`src/rtl/bcd_counter_n.sv`:
```
// Up/down BCD counter with parallel load, snapshot register, terminal-count and sticky wrap flags.
// All state updates on the rising edge of F_IN; CO is combinational.
module bcd_counter_n #(
    parameter int DIGITS  = 6,
    parameter bit RST_DIR = 1'b1
) (
    input  logic                F_IN,
    input  logic                CLR,
    input  logic                ENA,
    input  logic                UP_DN,
    input  logic                LOAD,
    input  logic [4*DIGITS-1:0] D,
    input  logic                SNAP,
    output logic [4*DIGITS-1:0] Q,
    output logic [4*DIGITS-1:0] QS,
    output logic                CO,
    output logic                OVF
);

    localparam int W = 4 * DIGITS;

    generate
        if (DIGITS < 1 || DIGITS > 8) begin : g_bad_digits
            $error("bcd_counter_n: DIGITS must be in 1..8");
        end
    endgenerate

    logic [W-1:0] cnt_q, cnt_d;
    logic [W-1:0] qs_q, qs_d;
    logic         dir_q, dir_d;
    logic         ovf_q, ovf_d;

    logic [W-1:0] cnt_up, cnt_dn, load_val;
    logic         all_nine, all_zero;

    // Ripple carry/borrow across digits; the wrap cases coincide with all-9 / all-0.
    always_comb begin : step_calc
        logic       carry;
        logic       borrow;
        logic [3:0] dig;
        logic [3:0] din;
        cnt_up   = '0;
        cnt_dn   = '0;
        load_val = '0;
        all_nine = 1'b1;
        all_zero = 1'b1;
        carry    = 1'b1;
        borrow   = 1'b1;
        dig      = '0;
        din      = '0;
        for (int i = 0; i < DIGITS; i++) begin
            dig      = cnt_q[4*i +: 4];
            din      = D[4*i +: 4];
            all_nine = all_nine & (dig == 4'd9);
            all_zero = all_zero & (dig == 4'd0);
            if (carry && dig == 4'd9) begin
                cnt_up[4*i +: 4] = 4'd0;
            end else if (carry) begin
                cnt_up[4*i +: 4] = dig + 4'd1;
                carry            = 1'b0;
            end else begin
                cnt_up[4*i +: 4] = dig;
            end
            if (borrow && dig == 4'd0) begin
                cnt_dn[4*i +: 4] = 4'd9;
            end else if (borrow) begin
                cnt_dn[4*i +: 4] = dig - 4'd1;
                borrow           = 1'b0;
            end else begin
                cnt_dn[4*i +: 4] = dig;
            end
            load_val[4*i +: 4] = (din > 4'd9) ? 4'd0 : din;
        end
    end

    always_comb begin
        cnt_d = cnt_q;
        ovf_d = ovf_q;
        dir_d = UP_DN;
        qs_d  = SNAP ? cnt_q : qs_q;
        if (LOAD) begin
            cnt_d = load_val;
            ovf_d = 1'b0;
        end else if (ENA) begin
            // Direction used here is the one registered on the previous edge.
            if (dir_q) begin
                cnt_d = cnt_up;
                if (all_nine) ovf_d = 1'b1;
            end else begin
                cnt_d = cnt_dn;
                if (all_zero) ovf_d = 1'b1;
            end
        end
    end

    always_ff @(posedge F_IN) begin
        if (CLR) begin
            cnt_q <= '0;
            qs_q  <= '0;
            ovf_q <= 1'b0;
            dir_q <= RST_DIR;
        end else begin
            cnt_q <= cnt_d;
            qs_q  <= qs_d;
            ovf_q <= ovf_d;
            dir_q <= dir_d;
        end
    end

    assign Q   = cnt_q;
    assign QS  = qs_q;
    assign OVF = ovf_q;
    assign CO  = ENA & (dir_q ? all_nine : all_zero);

endmodule

```
`config.mk`:
```
export PLATFORM = sky130hd
export DESIGN_NAME = bcd_counter_n
export DESIGN_NICKNAME = d
export VERILOG_FILES = /design/src/rtl/bcd_counter_n.sv
export SDC_FILE = /design/constraint.sdc
export NUM_CORES = 1
export LEC_CHECK = 0
export ABC_AREA = 1
export CORE_MARGIN = 10
export CORE_UTILIZATION = 40
export DETAILED_ROUTE_END_ITERATION = 8
export PLACE_DENSITY = 0.67
export SLEW_MARGIN = 20
export SYNTH_ARGS = -nofsm -noshare
export SYNTH_HDL_FRONTEND = slang
export SYNTH_SLANG_ARGS = --single-unit
```
`constraint.sdc`:
```
create_clock -name F_IN -period 4.2 [get_ports F_IN]
set_input_delay 0.63 -clock F_IN [delete_from_list [all_inputs] [get_ports F_IN]]
set_output_delay 0.63 -clock F_IN [all_outputs]
set_load 0.1 [all_outputs]
```
==> results.ini <==
[status]
status=complete, no violations

[synth]
yosysTopAreaCellShare=0.313
synthAdderAreaFrac=0.0782
synth.distinct_cells=40
synth_edf_count=0
synth-compound-area-share=0.209
ys_seq_area_frac=0.313
synthMuxAreaShare=0
synth.area.top_cells=dfxtp_1 31%, ha_1 7.8%, o21ai_0 7.7%
synth_flop_cell=dfxtp_1
yosys.area_share.simple=0.269
yosys-top-cells-count=63 x nand2_1, 50 x dfxtp_1, 49 x o21ai_0
synth_xor_area_frac=0.0411
synthArstFlopShare=0
ys_ff_latch=50
syn-num-nets=505
yosysMostFrequentCell=nand2_1
synth_top_family_by_area=simple AND/OR/NAND/NOR gates
avgSynthCellArea_sq_um=7.03
yosys.area.top_type=dfxtp_1
syn_area_sq_mm=0.00320
yosys_warnings=0
synth_cells=455

[power_and_ir_drop]
peakVddDrop_v=0.000192
switching_share=0.446
power_switching_w=0.000703
p_leak_nw=1.78
combPwrFrac=0.421
seq_power_share=0.356
cellInternalPower_w=0.000872
power.density_mw_per_mm2=376
clockPowerShare=0.223

[finish]
fin_cells=633
nets=580
num-fill-cells=792
syn_to_final_growth_pct=31.0
fin_util=0.539
antennaDiodeCount=0
drive_gt1_frac=0.0942

[routing]
vias=3279
drcViolationCount=0
drt-total-wl_um=9550
firstDrtPassIters=5
ant_nets=0
vias_per_cell=5.18
wl_per_cell_um=15.1
drtIter0Drc=177

[grt]
grt_max_degree=41
grtUsageTotal=0.157
use_met3=0.0357
antenna_found_initial=0
grt_pass1_vias=3077
gr-total-overflow=0
grt.busiest_layer=met2
gr-usage-met1=0.198
grt.met2_usage=0.257
grt_pass1_wl_um=15300

[floorplan]
die_y_um=109
rows=32
initial_utilization=0.412
io_pins=80
die_w_um=109
die_area_sq_mm=0.0120
coreArea_sq_mm=0.00777

[setup_path]
required_ns=3.57
crit_slowest_cell=dfxtp_1
critical-path-max-stage-delay_ns=0.38
r2r_slack_ns=2.27
critPathTopFamily=simple AND/OR/NAND/NOR gates
r2r-start=Q[5]
reg2regPathDepth=12
end_kind=output port
startpoint=Q[5]
cp-start-kind=flop
crit_arrival_ns=2.27
path_cells=inv_1 > ha_1 > nand2_1 > nor2_1 > nand3_2 > nor2_4 > nand3_1 > nand2_1 > nand3_1 > inv_1 > buf_4
crit_buf_inv=3
crit_fanout=5
r2r-end=Q[20]
critPathKind=flop to output port

[timing]
final_max_slew_viol_count=0
min_period_ns=2.90
relSlewSlack=0.327
rsz0062_at_grt=no
fmax_mhz=344
min_period_over_period=0.691
finalSetupViolCount=0
clock_skew_ns=0.00614
tightest_slew_ns=1.01
hold_viol=0
fin_tns_setup_ns=0

[cts]
cts_buffers=5
htree_levels=2
clk_latency_ns=0.31
cts_resized=0
postCtsSetupBuffers=0
clock-sinks=50
cts_tree=done
clk_path_buf_depth=2
cts_hold_buf=0
cts-root-buf=clkbuf_8
path_clk_slew_ns=0.10

[placed_design]
portBuffers=79
post-dp-hpwl_um=7310
placed_cells=625
gp_congestion=0.943

[job]
maxCapViolations=0

[hold_path]
min_path_cells=2
hp-class=flop to flop
min_to=OVF
hp-start=OVF

[area by class of cell]
type,instances,area [sq um],share of cell area
clock buffer,5,68.8,0.0164
sequential,50,1000,0.239
timing repair buffer,83,813,0.194
multi-input combinational,330,1910,0.456
tap,102,128,0.0305
inverter,60,225,0.0537
clock inverter,3,45.0,0.0107
[layout by cell type (no fill, tap or decap), types with 2 or more instances in the layout]
master,n
a31oi_1,5
clkbuf_8,5
nand4_1,5
clkdlybuf4s50_1,77
inv_1,47
o21ai_1,14
inv_2,12
nor4_1,2
o211ai_1,5
nand2_2,8
nand3_2,4
nor2_1,30
ha_1,20
nor2_4,2
nand3_1,37
o21ai_0,49
a21oi_1,45
nor2_2,4
clkinvlp_4,2
nor3_1,6
dfxtp_1,50
xor2_1,14
buf_4,5
nand2_1,63
[per-stage QoR]
| step | area [sq um] | power [W] | setup WS, ns | hold slack (ns) |
|---|---|---|---|---|
| 2_1_floorplan | 3200 | 0.00106 | 0.963 | 0.695 |
| 3_3_place_gp | 4080 | 0.00123 | 1.59 | 0.451 |
| 3_5_place_dp | 4080 | 0.00123 | 1.53 | 0.458 |
| 4_1_cts | 4200 | 0.00158 | 1.28 | 0.473 |
| 5_1_grt | 4190 | 0.00166 | 1.08 | 0.524 |
| 6_report | 4190 | 0.00157 | 1.30 | 0.468 |
[worst max path at each step]
stage / to / slack, ns / cells past startpoint
2_1_floorplan: CO / 0.96 / 9
3_3_place_gp: Q[6] / 1.59 / 8
3_5_place_dp: Q[6] / 1.53 / 8
4_1_cts: CO / 1.28 / 11
5_1_grt: CO / 1.08 / 11
6_report: CO / 1.30 / 11
[tightest hold or removal path: cells and delay by family (launching register included)]
kind / cells / cell delay, ns
buffers and inverters: 1 / 0.05
AO/OA/AOI/OAI: 1 / 0.05
flip-flops: 1 / 0.33
[power by group through the flow]
stage               logic (W)  registers (W)  clock network [W]
global route         0.000710       0.000567           0.000379
detailed placement   0.000662       0.000570                  0
floorplan            0.000231       0.000829                  0
CTS                  0.000665       0.000560           0.000357
finish               0.000663       0.000560           0.000352
global placement     0.000658       0.000571                  0
[sequential cells by signal, indices dropped and copies added (netlist names)]
| register | cells |
|---|---|
| OVF | 1 |
| Q | 24 |
| QS | 24 |
| dir_q | 1 |
[per-layer routing]
metal / share of wire / vias to the layer above
li1: - / 1681
met5: 0 / -
met4: 0.018 / 0
met2: 0.48 / 98
met1: 0.44 / 1485
met3: 0.070 / 15
[kinds of logic after synthesis]
group | after synthesis
and+or+nand+nor | 170
AOI/OAI and AO/OA | 125
buffers and inverters | 75
DFF | 50
adders and majority gates | 20
xor gates and xnor gates | 15
(Power assumes the default switching activity.)
